==> config.mk <==
export PLATFORM = sky130hd
export DESIGN_NAME = seq_divider_flat
export DESIGN_NICKNAME = d
export VERILOG_FILES = /design/src/rtl/seq_div_pkg.sv /design/src/rtl/seq_divider_if.sv /design/src/rtl/seq_div_ctrl.sv /design/src/rtl/seq_divider.sv /design/src/flat_wrapper.sv
export SDC_FILE = /design/constraint.sdc
export NUM_CORES = 1
export LEC_CHECK = 0
export CORE_ASPECT_RATIO = 1.2
export CORE_MARGIN = 4
export CORE_UTILIZATION = 45
export CTS_CLUSTER_DIAMETER = 40
export DETAILED_ROUTE_END_ITERATION = 12
export PLACE_DENSITY = 0.7
export SYNTH_ARGS = -nofsm -noshare
export SYNTH_HDL_FRONTEND = slang
export SYNTH_SLANG_ARGS = --single-unit
==> constraint.sdc <==
create_clock -name clk -period 4.1 [get_ports clk]
set_clock_uncertainty 0.2 [all_clocks]
set_input_delay 0.82 -clock clk [delete_from_list [all_inputs] [get_ports clk]]
set_output_delay 0.82 -clock clk [all_outputs]
set_load 0.01 [all_outputs]
==> src/rtl/seq_div_pkg.sv <==
// rtl/seq_div_pkg.sv - shared width default and FSM state encoding for the sequential divider
package seq_div_pkg;

    localparam int SEQ_DIV_WIDTH = 16;

    typedef enum logic [1:0] {
        ST_IDLE   = 2'd0,
        ST_LOAD_B = 2'd1,
        ST_CALC   = 2'd2,
        ST_DONE   = 2'd3
    } state_t;

endpackage

==> src/rtl/seq_divider_if.sv <==
// rtl/seq_divider_if.sv - operand bus and result signals of the sequential divider
interface seq_divider_if
    import seq_div_pkg::*;
#(
    parameter int WIDTH = SEQ_DIV_WIDTH
) ();

    logic             start;
    logic [WIDTH-1:0] data_in;
    logic             busy;
    logic             done;
    logic [WIDTH-1:0] quotient;
    logic [WIDTH-1:0] remainder;
    logic             div_by_zero;

    modport master (
        output start, data_in,
        input  busy, done, quotient, remainder, div_by_zero
    );

    modport slave (
        input  start, data_in,
        output busy, done, quotient, remainder, div_by_zero
    );

endinterface

==> src/rtl/seq_div_ctrl.sv <==
// rtl/seq_div_ctrl.sv - control FSM sequencing operand load, repeated subtraction and completion
module seq_div_ctrl
    import seq_div_pkg::*;
(
    input  logic clk,
    input  logic rst,
    input  logic start,
    input  logic div_zero,
    input  logic rem_ge,
    output logic load_a,
    output logic load_b,
    output logic sub_en,
    output logic busy,
    output logic done
);

    state_t state;

    // Datapath strobes are pure state decodes gated by the qualifying flag.
    assign load_a = (state == ST_IDLE) && start;
    assign load_b = (state == ST_LOAD_B);
    assign sub_en = (state == ST_CALC) && rem_ge;

    // busy/done are registered alongside the state so they never see input glitches.
    always_ff @(posedge clk) begin
        if (rst) begin
            state <= ST_IDLE;
            busy  <= 1'b0;
            done  <= 1'b0;
        end else begin
            done <= 1'b0;
            case (state)
                ST_IDLE: begin
                    if (start) begin
                        state <= ST_LOAD_B;
                        busy  <= 1'b1;
                    end
                end
                ST_LOAD_B: begin
                    if (div_zero) begin
                        state <= ST_DONE;
                        done  <= 1'b1;
                    end else begin
                        state <= ST_CALC;
                    end
                end
                ST_CALC: begin
                    if (!rem_ge) begin
                        state <= ST_DONE;
                        done  <= 1'b1;
                    end
                end
                ST_DONE: begin
                    state <= ST_IDLE;
                    busy  <= 1'b0;
                end
                default: begin
                    state <= ST_IDLE;
                    busy  <= 1'b0;
                end
            endcase
        end
    end

endmodule

==> src/rtl/seq_divider.sv <==
// rtl/seq_divider.sv - unsigned divider by repeated subtraction over a shared operand bus
module seq_divider
    import seq_div_pkg::*;
#(
    parameter int WIDTH = SEQ_DIV_WIDTH
) (
    input  logic          clk,
    input  logic          rst,
    seq_divider_if.slave  bus
);

    logic [WIDTH-1:0] divisor_q;
    logic [WIDTH-1:0] quotient_q;
    logic [WIDTH-1:0] remainder_q;
    logic             dbz_q;
    logic             div_zero;
    logic             rem_ge;
    logic             load_a;
    logic             load_b;
    logic             sub_en;

    assign div_zero = (bus.data_in == '0);
    assign rem_ge   = (remainder_q >= divisor_q);

    seq_div_ctrl u_ctrl (
        .clk      (clk),
        .rst      (rst),
        .start    (bus.start),
        .div_zero (div_zero),
        .rem_ge   (rem_ge),
        .load_a   (load_a),
        .load_b   (load_b),
        .sub_en   (sub_en),
        .busy     (bus.busy),
        .done     (bus.done)
    );

    // Remainder starts as the dividend; the quotient counts subtractions and cannot wrap.
    always_ff @(posedge clk) begin
        if (rst) begin
            divisor_q   <= '0;
            quotient_q  <= '0;
            remainder_q <= '0;
            dbz_q       <= 1'b0;
        end else begin
            if (load_a) begin
                remainder_q <= bus.data_in;
                quotient_q  <= '0;
                dbz_q       <= 1'b0;
            end
            if (load_b) begin
                divisor_q <= bus.data_in;
                if (div_zero) begin
                    quotient_q <= '1;
                    dbz_q      <= 1'b1;
                end
            end
            if (sub_en) begin
                remainder_q <= remainder_q - divisor_q;
                quotient_q  <= quotient_q + 1'b1;
            end
        end
    end

    assign bus.quotient    = quotient_q;
    assign bus.remainder   = remainder_q;
    assign bus.div_by_zero = dbz_q;

endmodule

==> src/flat_wrapper.sv <==
// flat-port wrapper written by rule: the top's interface ports become plain ports
module seq_divider_flat import seq_div_pkg::*;
#(
    parameter int WIDTH = SEQ_DIV_WIDTH
)
  (clk, rst, bus_start, bus_data_in, bus_busy, bus_done, bus_quotient, bus_remainder, bus_div_by_zero);
  seq_divider_if #(.WIDTH(WIDTH)) bus_i ();
  input  logic clk;
  input  logic rst;
  input wire logic [$bits(bus_i.start)-1:0] bus_start;
  input wire logic [$bits(bus_i.data_in)-1:0] bus_data_in;
  output wire logic [$bits(bus_i.busy)-1:0] bus_busy;
  output wire logic [$bits(bus_i.done)-1:0] bus_done;
  output wire logic [$bits(bus_i.quotient)-1:0] bus_quotient;
  output wire logic [$bits(bus_i.remainder)-1:0] bus_remainder;
  output wire logic [$bits(bus_i.div_by_zero)-1:0] bus_div_by_zero;
  assign bus_i.start = bus_start;
  assign bus_i.data_in = bus_data_in;
  assign bus_busy = bus_i.busy;
  assign bus_done = bus_i.done;
  assign bus_quotient = bus_i.quotient;
  assign bus_remainder = bus_i.remainder;
  assign bus_div_by_zero = bus_i.div_by_zero;
  seq_divider #(.WIDTH(WIDTH)) u_core (.clk(clk), .rst(rst), .bus(bus_i));
endmodule
==> impl_metrics.json <==
{
  "status": "complete, no violations",
  "power_density_nw_per_um2": 717,
  "synth.avg_cell_area_um2": 8.21,
  "grt_pass1_vias": 3210,
  "cts_buffers": 5,
  "synth_area_um2": 3440,
  "fillerInstances": 675,
  "antenna_found_initial": 0,
  "ys_seq_area_frac": 0.308,
  "maxCapViolCount": 0,
  "cts.path.max_buffers": 2,
  "gp_congestion": 0.934,
  "drive_above_1_share": 0.0624,
  "synth-edff-count": 0,
  "fmax_ghz": 0.336,
  "drt_wl_total_um": 8970,
  "syn-num-nets": 460,
  "final_cell_mix": "dfxtp_1 (53), clkdlybuf4s50_1 (52), nor2_1 (39), a211oi_1 (28), nand3_1 (28)",
  "worstHoldPathType": "flop to flop",
  "layout.nets": 505,
  "synth-xor-area-share": 0.0204,
  "worstPathMaxFanout": 28,
  "dr.pass1.iters": 4,
  "cp.arrival_ps": 3010,
  "core_um2": 7360,
  "fin_crit_ps": 2980,
  "final_common_cell": "dfxtp_1",
  "yosysWarnings": 0,
  "drt_iter0_markers": 142,
  "cts_resized": 0,
  "final_cells": 555,
  "synth_compound_area_frac": 0.236,
  "hold_viol": 0,
  "io_pins": 54,
  "syn2layout_area_growth_pct": 19.5,
  "drc": 0,
  "cts_tree": "built",
  "syn_inst": 419,
  "start_kind": "flop",
  "tightestPinTransition_ps": 544,
  "worst_ir_drop_vdd_uv": 488,
  "synth_seq_cells": 53,
  "port_buffers": 53,
  "r2r-end": "u_core.bus.quotient[4]",
  "cts_hold_buf": 0,
  "fin_crit_sh": 0.726,
  "setup_violations": 0,
  "overflow": 0,
  "grt_usage": 0.201,
  "crit_type": "flop to flop",
  "rows": 34,
  "cts-root-buf": "clkbuf_8",
  "ys_types": 53,
  "hold_slack_ps": 301,
  "cp-end-kind": "flop",
  "rr_worst_depth": 10,
  "grt_pass1_wl_um": 15100,
  "ff_latch_area_um2": 1060,
  "yosys.area_share.simple": 0.216,
  "post_cts_buffers": 0,
  "rsz0062_at_grt": "no",
  "r2r_slack_ps": 1120,
  "antenna_cells": 0,
  "place_inst": 547,
  "slew_headroom": 0.637,
  "post_drt_wl_per_cell_um": 16.2,
  "insertion_delay_ps": 310,
  "via_per_inst": 5.93,
  "clk_pin_slew_ps": 90,
  "total_leakage_power_nw": 1.54,
  "die_h_um": 104,
  "synthFlopType": "dfxtp_1",
  "multi_input_area_um2": 2170,
  "yosys.area_share.adder": 0.0822,
  "vias": 3291,
  "die_area_um2": 9110,
  "synthMuxAreaShare": 0.0717,
  "required_ps": 4130,
  "whs_endpoint": "u_core.divisor_q[6]",
  "antenna_left": 0,
  "slew_viol_final": 0,
  "timing.rr.start": "u_core.bus.remainder[0]",
  "die_w_um": 87.8,
  "ys_async_sr_fraction": 0,
  "holdCritStartpoint": "u_core.divisor_q[6]",
  "cts.sinks": 53,
  "start_util": 0.467,
  "finalSetupTns_ps": 0,
  "holdPathStages": 2,
  "synth_top_family_by_area": "compound AO/OA/AOI/OAI gates",
  "dpl.hpwl_um": 6540,
  "grt_max_degree": 35,
  "htreeDepth": 2
}
==> worst max path at each step <==
stage | depth (start not counted) | start | to | slack (ps)
after floorplan | 10 | u_core.bus.remainder[0] | u_core.bus.remainder[0] | 1530
after global placement | 6 | bus_start | u_core.bus.quotient[2] | 950
after detailed placement | 6 | bus_start | u_core.bus.quotient[2] | 870
after CTS | 10 | u_core.bus.remainder[0] | u_core.bus.quotient[12] | 1120
after global routing | 10 | u_core.bus.remainder[0] | u_core.bus.quotient[12] | 930
final | 10 | u_core.bus.remainder[0] | u_core.bus.quotient[4] | 1120
==> where the power goes <==
group	internal [mW]	total, mW	switching [mW]
sequential	0.623	0.712	0.0894
combinational	0.846	1.91	1.06
clock	0.153	0.325	0.172
total	1.62	2.95	1.32
==> metal layers <==
layer / track usage / vias to the layer above / part of all wire
met4: 0.0713 / 0 / 0.020
met3: 0.0270 / 18 / 0.041
met5: 0 / - / 0
met1: 0.253 / 1557 / 0.44
met2: 0.342 / 95 / 0.50
li1: - / 1621 / -
==> sequential cells by signal (all words and copies together), names as in the netlist <==
| name | count |
|---|---|
| u_core.bus.div_by_zero | 1 |
| u_core.u_ctrl.state | 2 |
| u_core.bus.quotient | 16 |
| u_core.bus.remainder | 16 |
| u_core.divisor_q | 16 |
| u_core.u_ctrl.done | 1 |
| u_core.u_ctrl.busy | 1 |
==> layout make-up <==
cell class                      instances  share of cell area
Inverter                               24              0.0219
Clock inverter                          1             0.00122
Timing Repair Buffer                   60               0.141
Sequential cell                        53               0.258
Multi-Input combinational cell        320               0.527
Clock buffer                            7              0.0234
Tap cell                               90              0.0274
==> cells in the mapped netlist (4+ instances only) <==
cell type  number  share of area
a211oi_1       28          0.061
nand2b_1        9          0.016
nand3_1        28          0.041
a21o_1          7          0.015
o21a_1          6          0.013
nand2_1        25          0.027
mux2i_1        19          0.055
ha_1           21          0.076
and3_1         15          0.027
dfxtp_1        53           0.31
inv_1          24          0.026
and2_1          6          0.011
xnor2_1         8          0.020
or3_1           7          0.013
clkbuf_1       12          0.013
a21oi_1        19          0.028
nand4_1         6          0.011
o21ai_0        21          0.031
nor3_1          4         0.0058
nor2_1         39          0.043
a31oi_1        13          0.024
buf_6           5          0.016
==> cell families after synthesis <==
logic type,Yosys count
AND/OR/NAND/NOR,148
AO/OA/AOI/OAI,118
flip-flops,53
buffers and inverters,46
multiplexers,24
adder cells (fa/ha/maj),22
XOR/XNOR,8
==> stage by stage <==
step | area [µm²] | utilization | worst slack [ps] | power (mW)
floorplan | 3440 | - | 1530 | 2.14
global placement | 4010 | 0.545 | 948 | 2.57
detailed placement | 4010 | 0.545 | 875 | 2.60
CTS | 4110 | 0.558 | 1120 | 2.94
global route | 4110 | 0.558 | 927 | 3.20
finish | 4110 | 0.558 | 1120 | 2.95
==> worst max-delay path: stages, from the launching register on <==
cell,delay [ps]
dfxtp_1,380
inv_1,60
ha_1,210
fa_1,380
nand2b_1,210
a211oi_1,300
o211a_1,270
a221oi_4,70
buf_4,250
or3_1,380
a41oi_1,200
No activity file was read; power rests on OpenSTA's default activity.
